--- src/rtl/spike_pkg.sv ---
// Shared types and default widths for the spike event logging path.
package spike_pkg;

  localparam int unsigned SPIKE_DATA_W = 12;
  localparam int unsigned SPIKE_TS_W   = 16;
  localparam int unsigned SPIKE_DUR_W  = 8;

  typedef enum logic {IDLE, ACTIVE} ev_state_t;

  typedef struct packed {
    logic        [SPIKE_TS_W-1:0]   ts;
    logic        [SPIKE_DUR_W-1:0]  dur;
    logic signed [SPIKE_DATA_W-1:0] peak;
  } spike_event_t;

endpackage

--- src/rtl/spike_event_fifo.sv ---
// Synchronous show-ahead FIFO; a push into a full FIFO is only taken when a pop
// frees a slot in the same cycle.
module spike_event_fifo
  import spike_pkg::*;
#(
  parameter int unsigned WIDTH = $bits(spike_event_t),
  parameter int unsigned DEPTH = 8,
  localparam int unsigned AW   = $clog2(DEPTH)
) (
  input  logic             clk,
  input  logic             rst,
  input  logic             push,
  input  logic             pop,
  input  logic [WIDTH-1:0] din,
  output logic [WIDTH-1:0] dout,
  output logic             full,
  output logic             empty,
  output logic [AW:0]      level
);

  logic [WIDTH-1:0] mem [DEPTH];
  logic [WIDTH-1:0] last;
  logic [AW-1:0]    wr_ptr;
  logic [AW-1:0]    rd_ptr;
  logic             do_push;
  logic             do_pop;

  assign empty   = (level == '0);
  assign full    = (level == (AW+1)'(DEPTH));
  assign do_pop  = pop && !empty;
  assign do_push = push && (!full || do_pop);

  // Once drained, the output keeps showing the record that was popped last.
  assign dout = empty ? last : mem[rd_ptr];

  always_ff @(posedge clk) begin
    if (rst) begin
      wr_ptr <= '0;
      rd_ptr <= '0;
      level  <= '0;
      last   <= '0;
      for (int unsigned i = 0; i < DEPTH; i++) begin
        mem[i] <= '0;
      end
    end else begin
      if (do_push) begin
        mem[wr_ptr] <= din;
        wr_ptr      <= wr_ptr + AW'(1);
      end
      if (do_pop) begin
        last   <= mem[rd_ptr];
        rd_ptr <= rd_ptr + AW'(1);
      end
      case ({do_push, do_pop})
        2'b10:   level <= level + (AW+1)'(1);
        2'b01:   level <= level - (AW+1)'(1);
        default: level <= level;
      endcase
    end
  end

endmodule

--- src/rtl/spike_event_logger.sv ---
// Turns spike pulses into {start timestamp, duration, peak} records, buffers
// them for a valid/ready reader and keeps overflow and event statistics.
module spike_event_logger
  import spike_pkg::*;
#(
  parameter int unsigned DATA_W = SPIKE_DATA_W,
  parameter int unsigned TS_W   = SPIKE_TS_W,
  parameter int unsigned DUR_W  = SPIKE_DUR_W,
  parameter int unsigned DEPTH  = 8,
  parameter int unsigned CNT_W  = 16
) (
  input  logic                     clk,
  input  logic                     rst,
  input  logic                     spike,
  input  logic signed [DATA_W-1:0] q,
  input  logic                     clr,
  input  logic                     ev_ready,
  output logic                     ev_valid,
  output logic        [TS_W-1:0]   ev_ts,
  output logic        [DUR_W-1:0]  ev_dur,
  output logic signed [DATA_W-1:0] ev_peak,
  output logic [$clog2(DEPTH):0]   level,
  output logic                     overflow,
  output logic        [CNT_W-1:0]  ev_count,
  output logic        [CNT_W-1:0]  drop_count
);

  typedef struct packed {
    logic        [TS_W-1:0]   ts;
    logic        [DUR_W-1:0]  dur;
    logic signed [DATA_W-1:0] peak;
  } rec_t;

  ev_state_t                 state, state_n;
  logic        [TS_W-1:0]    ts;
  logic        [TS_W-1:0]    start_ts, start_ts_n;
  logic        [DUR_W-1:0]   dur, dur_n;
  logic signed [DATA_W-1:0]  peak, peak_n;
  logic                      push_req;
  logic                      pop;
  logic                      full;
  logic                      empty;
  logic                      drop;
  rec_t                      rec_in;
  rec_t                      rec_out;

  assign pop      = ev_valid && ev_ready;
  assign drop     = push_req && full && !pop;
  assign ev_valid = !empty;
  assign rec_in   = '{ts: start_ts, dur: dur, peak: peak};
  assign ev_ts    = rec_out.ts;
  assign ev_dur   = rec_out.dur;
  assign ev_peak  = rec_out.peak;

  always_comb begin
    state_n    = state;
    start_ts_n = start_ts;
    dur_n      = dur;
    peak_n     = peak;
    push_req   = 1'b0;
    case (state)
      IDLE: begin
        if (spike) begin
          state_n    = ACTIVE;
          start_ts_n = ts;
          dur_n      = DUR_W'(1);
          peak_n     = q;
        end
      end
      ACTIVE: begin
        if (spike) begin
          if (dur != '1) dur_n = dur + DUR_W'(1);
          if (q > peak)  peak_n = q;
        end else begin
          state_n  = IDLE;
          push_req = 1'b1;
        end
      end
      default: state_n = IDLE;
    endcase
  end

  always_ff @(posedge clk) begin
    if (rst) begin
      state    <= IDLE;
      ts       <= '0;
      start_ts <= '0;
      dur      <= '0;
      peak     <= '0;
    end else begin
      state    <= state_n;
      ts       <= ts + TS_W'(1);
      start_ts <= start_ts_n;
      dur      <= dur_n;
      peak     <= peak_n;
    end
  end

  // Dropped records still count as events; clr overrides any same-cycle update.
  always_ff @(posedge clk) begin
    if (rst || clr) begin
      overflow   <= 1'b0;
      ev_count   <= '0;
      drop_count <= '0;
    end else if (push_req) begin
      if (ev_count != '1) ev_count <= ev_count + CNT_W'(1);
      if (drop) begin
        overflow <= 1'b1;
        if (drop_count != '1) drop_count <= drop_count + CNT_W'(1);
      end
    end
  end

  spike_event_fifo #(
    .WIDTH ($bits(rec_t)),
    .DEPTH (DEPTH)
  ) u_fifo (
    .clk   (clk),
    .rst   (rst),
    .push  (push_req),
    .pop   (pop),
    .din   (rec_in),
    .dout  (rec_out),
    .full  (full),
    .empty (empty),
    .level (level)
  );

endmodule

--- config.mk ---
export PLATFORM = sky130hd
export DESIGN_NAME = spike_event_logger
export DESIGN_NICKNAME = d
export VERILOG_FILES = /design/src/rtl/spike_pkg.sv /design/src/rtl/spike_event_fifo.sv /design/src/rtl/spike_event_logger.sv
export SDC_FILE = /design/constraint.sdc
export NUM_CORES = 1
export LEC_CHECK = 0
export CORE_UTILIZATION = 50
export DETAILED_ROUTE_END_ITERATION = 12
export PLACE_DENSITY_LB_ADDON = 0.3
export SKIP_LAST_GASP = 1
export SLEW_MARGIN = 10
export SYNTH_ARGS = -nofsm -noshare
export SYNTH_HDL_FRONTEND = slang
export SYNTH_SLANG_ARGS = --single-unit
--- constraint.sdc ---
create_clock -name clk -period 6.7 [get_ports clk]
set_input_delay 1.34 -clock clk [delete_from_list [all_inputs] [get_ports clk]]
set_output_delay 1.34 -clock clk [all_outputs]
set_load 0.01 [all_outputs]
==> out/metrics.cfg <==
[pwr]
ir_worst_vdd_mv = 0.276
pwr-share-seq_pct = 42.7
power.density_nw_per_um2 = 341
power.switching_uw = 2080
combPwrFrac_pct = 25.3
leakage_uw = 0.00726
finalPower_uw = 7360
switching_share_pct = 28.3
power.internal_uw = 5280
clkPwrFrac_pct = 32.0

[logic_synthesis]
synth_flop_cell = edfxtp_1
yosysMostFrequentCell = edfxtp_1
syn-num-nets = 1540
ys_ff_latch = 423
async_flop_share_pct = 0
ys_warn_count = 0
avgSynthCellArea_sq_um = 12.6
netlist_instances = 1502
yosys.area.top_type = edfxtp_1
synth_common_cells = 288 x edfxtp_1, 193 x and2_1, 135 x dfxtp_1, 119 x nor2_1, 78 x nor3_1
synth.distinct_cells = 62
ys_top_cells_by_area = edfxtp_1 46%, dfxtp_1 14%, mux4_2 8.6%, and2_1 6.4%, mux2i_1 2.8%
yosysSeqAreaShare_pct = 60.0
synth_edf_count = 288
synth_area_sq_um = 18900
synth_top_area_share_pct = 45.7

[hold_path]
hp-start = ts[15]
hold_depth = 2
min_to = start_ts[15]
hold_path.class = register to register

[setup_path]
rrSetupSlack_ns = 2.88
r2r-start = state
rr_endpoint = u_fifo.mem[4][33]
rr_worst_depth = 6
crit_slowest_cell = dfxtp_4
worstSetupStartpointType = register
crit_type = register to output port
path_cells = buf_4 -> mux4_2 -> mux2i_1 -> a21oi_1 -> clkdlybuf4s50_1
max_stage_delay_ns = 1.07
cp.arrival_ns = 3.57
crit_fanout = 53
required_ns = 5.36
end_kind = output port

[die]
die_h_um = 197
die_w_um = 197
core_sq_um = 37000
start_util_pct = 51.2
ios = 91
fp.dieArea_sq_um = 38600
std_cell_rows = 70

[layout]
drive_above_1_share_pct = 11.5
stdcell_count = 2091
num-nets-final = 1589
antenna_cells = 0
synthToLayoutAreaGrowth_pct = 14.0

[grt]
grt_overflow_total = 0
grt_use_total_pct = 21.3
grt_pass1_vias = 11810
grt_start_max_net_pins = 78
grt_pass1_wl_mm = 64.4
antenna_found_initial = 0

[timing]
hold_viol = 0
period_minus_slack_ns = 4.91
relSlewSlack_pct = 21.5
setup_ws_ns = 1.79
rsz0062_at_grt = false
final_max_slew_viol_count = 0
max_freq_mhz = 204
setup_viol = 0
clock-skew-final_ns = 0.0130
setup-tns-final_ns = 0
worst_slew_pin_slew_ns = 1.18
finalCritPeriodShare_pct = 73.3

[clock_tree]
cts.sinks = 423
cts_tree = yes
clk_pin_slew_worst_paths_ns = 0.06
cts_max_level = 2
post_cts.repair.setup_buffers = 0
postCtsHoldBufs = 0
cts_buffers = 44
clock_latency_ns = 0.55
clk_path_buf_depth = 3
ctsRootBufferMaster = clkbuf_16
post_cts_resized = 0

[detailed_routing]
ant_nets = 0
drc = 0
drt-total-wl_mm = 40.0
vias = 11754
first_pass_iters = 5
drtIter0Drc = 991
wl_per_cell_um = 19.1
viasPerCell = 5.62

[placement]
io_buffers = 90
place_ws_ns = 1.40
dp_cells = 2009
hpwlAfterDp_mm = 24.7
place_congestion = 0.806

[flow_run]
cap_violations = 0

[run_status]
status = finished clean

metrics by stage:
step / util [%] / instance area [sq um] / hold WS (ns)
floorplan: - / 18900 / 0.430
global placement: 54.6 / 20200 / 0.449
detailed placement: 54.6 / 20200 / 0.456
CTS: 58.3 / 21600 / 0.462
global route: 58.3 / 21600 / 0.497
finish: 58.3 / 21600 / 0.463
cell families (layout without fill, tap and decap cells):
logic type / count (synthesis) / in the layout / synth area share, %
xor gates and xnor gates: 33 / 33 / 1.53
buffers and inverters: 132 / 217 / 2.82
muxes: 124 / 124 / 11.3
adders and majority gates: 21 / 21 / 1.43
and+or+nand+nor: 600 / 600 / 17.2
DFF: 423 / 423 / 60.0
AOI/OAI and AO/OA: 169 / 169 / 5.71
power by group through the flow:
stage | Clock (uW) | Combinational, uW | Sequential, uW
6_report | 2350 | 1860 | 3140
5_1_grt | 2490 | 2050 | 3180
4_1_cts | 2390 | 1880 | 3150
3_5_place_dp | 0 | 1870 | 3200
3_3_place_gp | 0 | 1860 | 3190
2_1_floorplan | 0 | 1170 | 3110
routing by layer:
metal / track usage [%] / wire length, um / up-vias
met1: 28.5 / 17600 / 5761
met4: 5.44 / 734 / 0
li1: - / - / 5642
met3: 4.38 / 2500 / 45
met2: 35.7 / 19100 / 306
met5: 0 / 0 / -
critical path, delay by kind of cell, from the launching register on:
kind	cells	cell delay, ns
mux	2	0.79
buf+inv	2	1.03
compound gates	1	0.10
flops	1	1.07
cell type report:
cell class,count,area (sq um)
fillers,2973,15400
clock buffers,62,1230
clock inverters,20,156
flip-flops and latches,423,11400
multi-input cells,947,7050
repair buffers,109,1040
inverters,26,97.6
well taps,504,631
registers in the layout, summed over array words and instances, names as in the netlist, named ones only:
name	cells
u_fifo.last	36
ts	16
u_fifo.rd_ptr	3
u_fifo.wr_ptr	3
state	1
u_fifo.mem	288
peak	12
dur	8
start_ts	16
u_fifo.level	4
overflow	1
drop_count	16
ev_count	16
worst max path at each step:
stage          startpoint               end  slack (ns)  depth (start not counted)
6_report         register         ev_dur[5]        1.79                          5
5_1_grt          register         ev_dur[5]        1.46                          5
4_1_cts          register         ev_dur[5]        1.67                          5
3_5_place_dp        spike  u_fifo.mem[4][8]        1.40                          7
3_3_place_gp        spike  u_fifo.mem[4][9]        1.48                          7
2_1_floorplan       spike  u_fifo.mem[0][0]        3.43                          6
cell usage in the layout, fill, tap and decap left out, drive strengths merged, types with 5 or more instances in the layout:
master,netlist,routed
o21ai,19,19
nand3,21,21
nor3,80,80
a211oi,40,40
xnor2,12,12
mux4,72,72
and3,6,6
edfxtp,288,288
nor2b,5,5
and4,5,5
or3,19,19
nand2,61,61
mux2i,52,52
dfxtp,135,135
and2,193,193
nor4,26,26
nand4,12,12
or4,6,6
clkdlybuf4s50,0,89
nand2b,30,30
o31ai,5,5
ha,20,20
o211ai,7,7
or2,10,10
nor2,122,122
clkinv,12,27
inv,14,16
xor2,21,21
buf,25,20
clkbuf,81,62
a21oi,75,75
(Power assumes the default switching activity.)
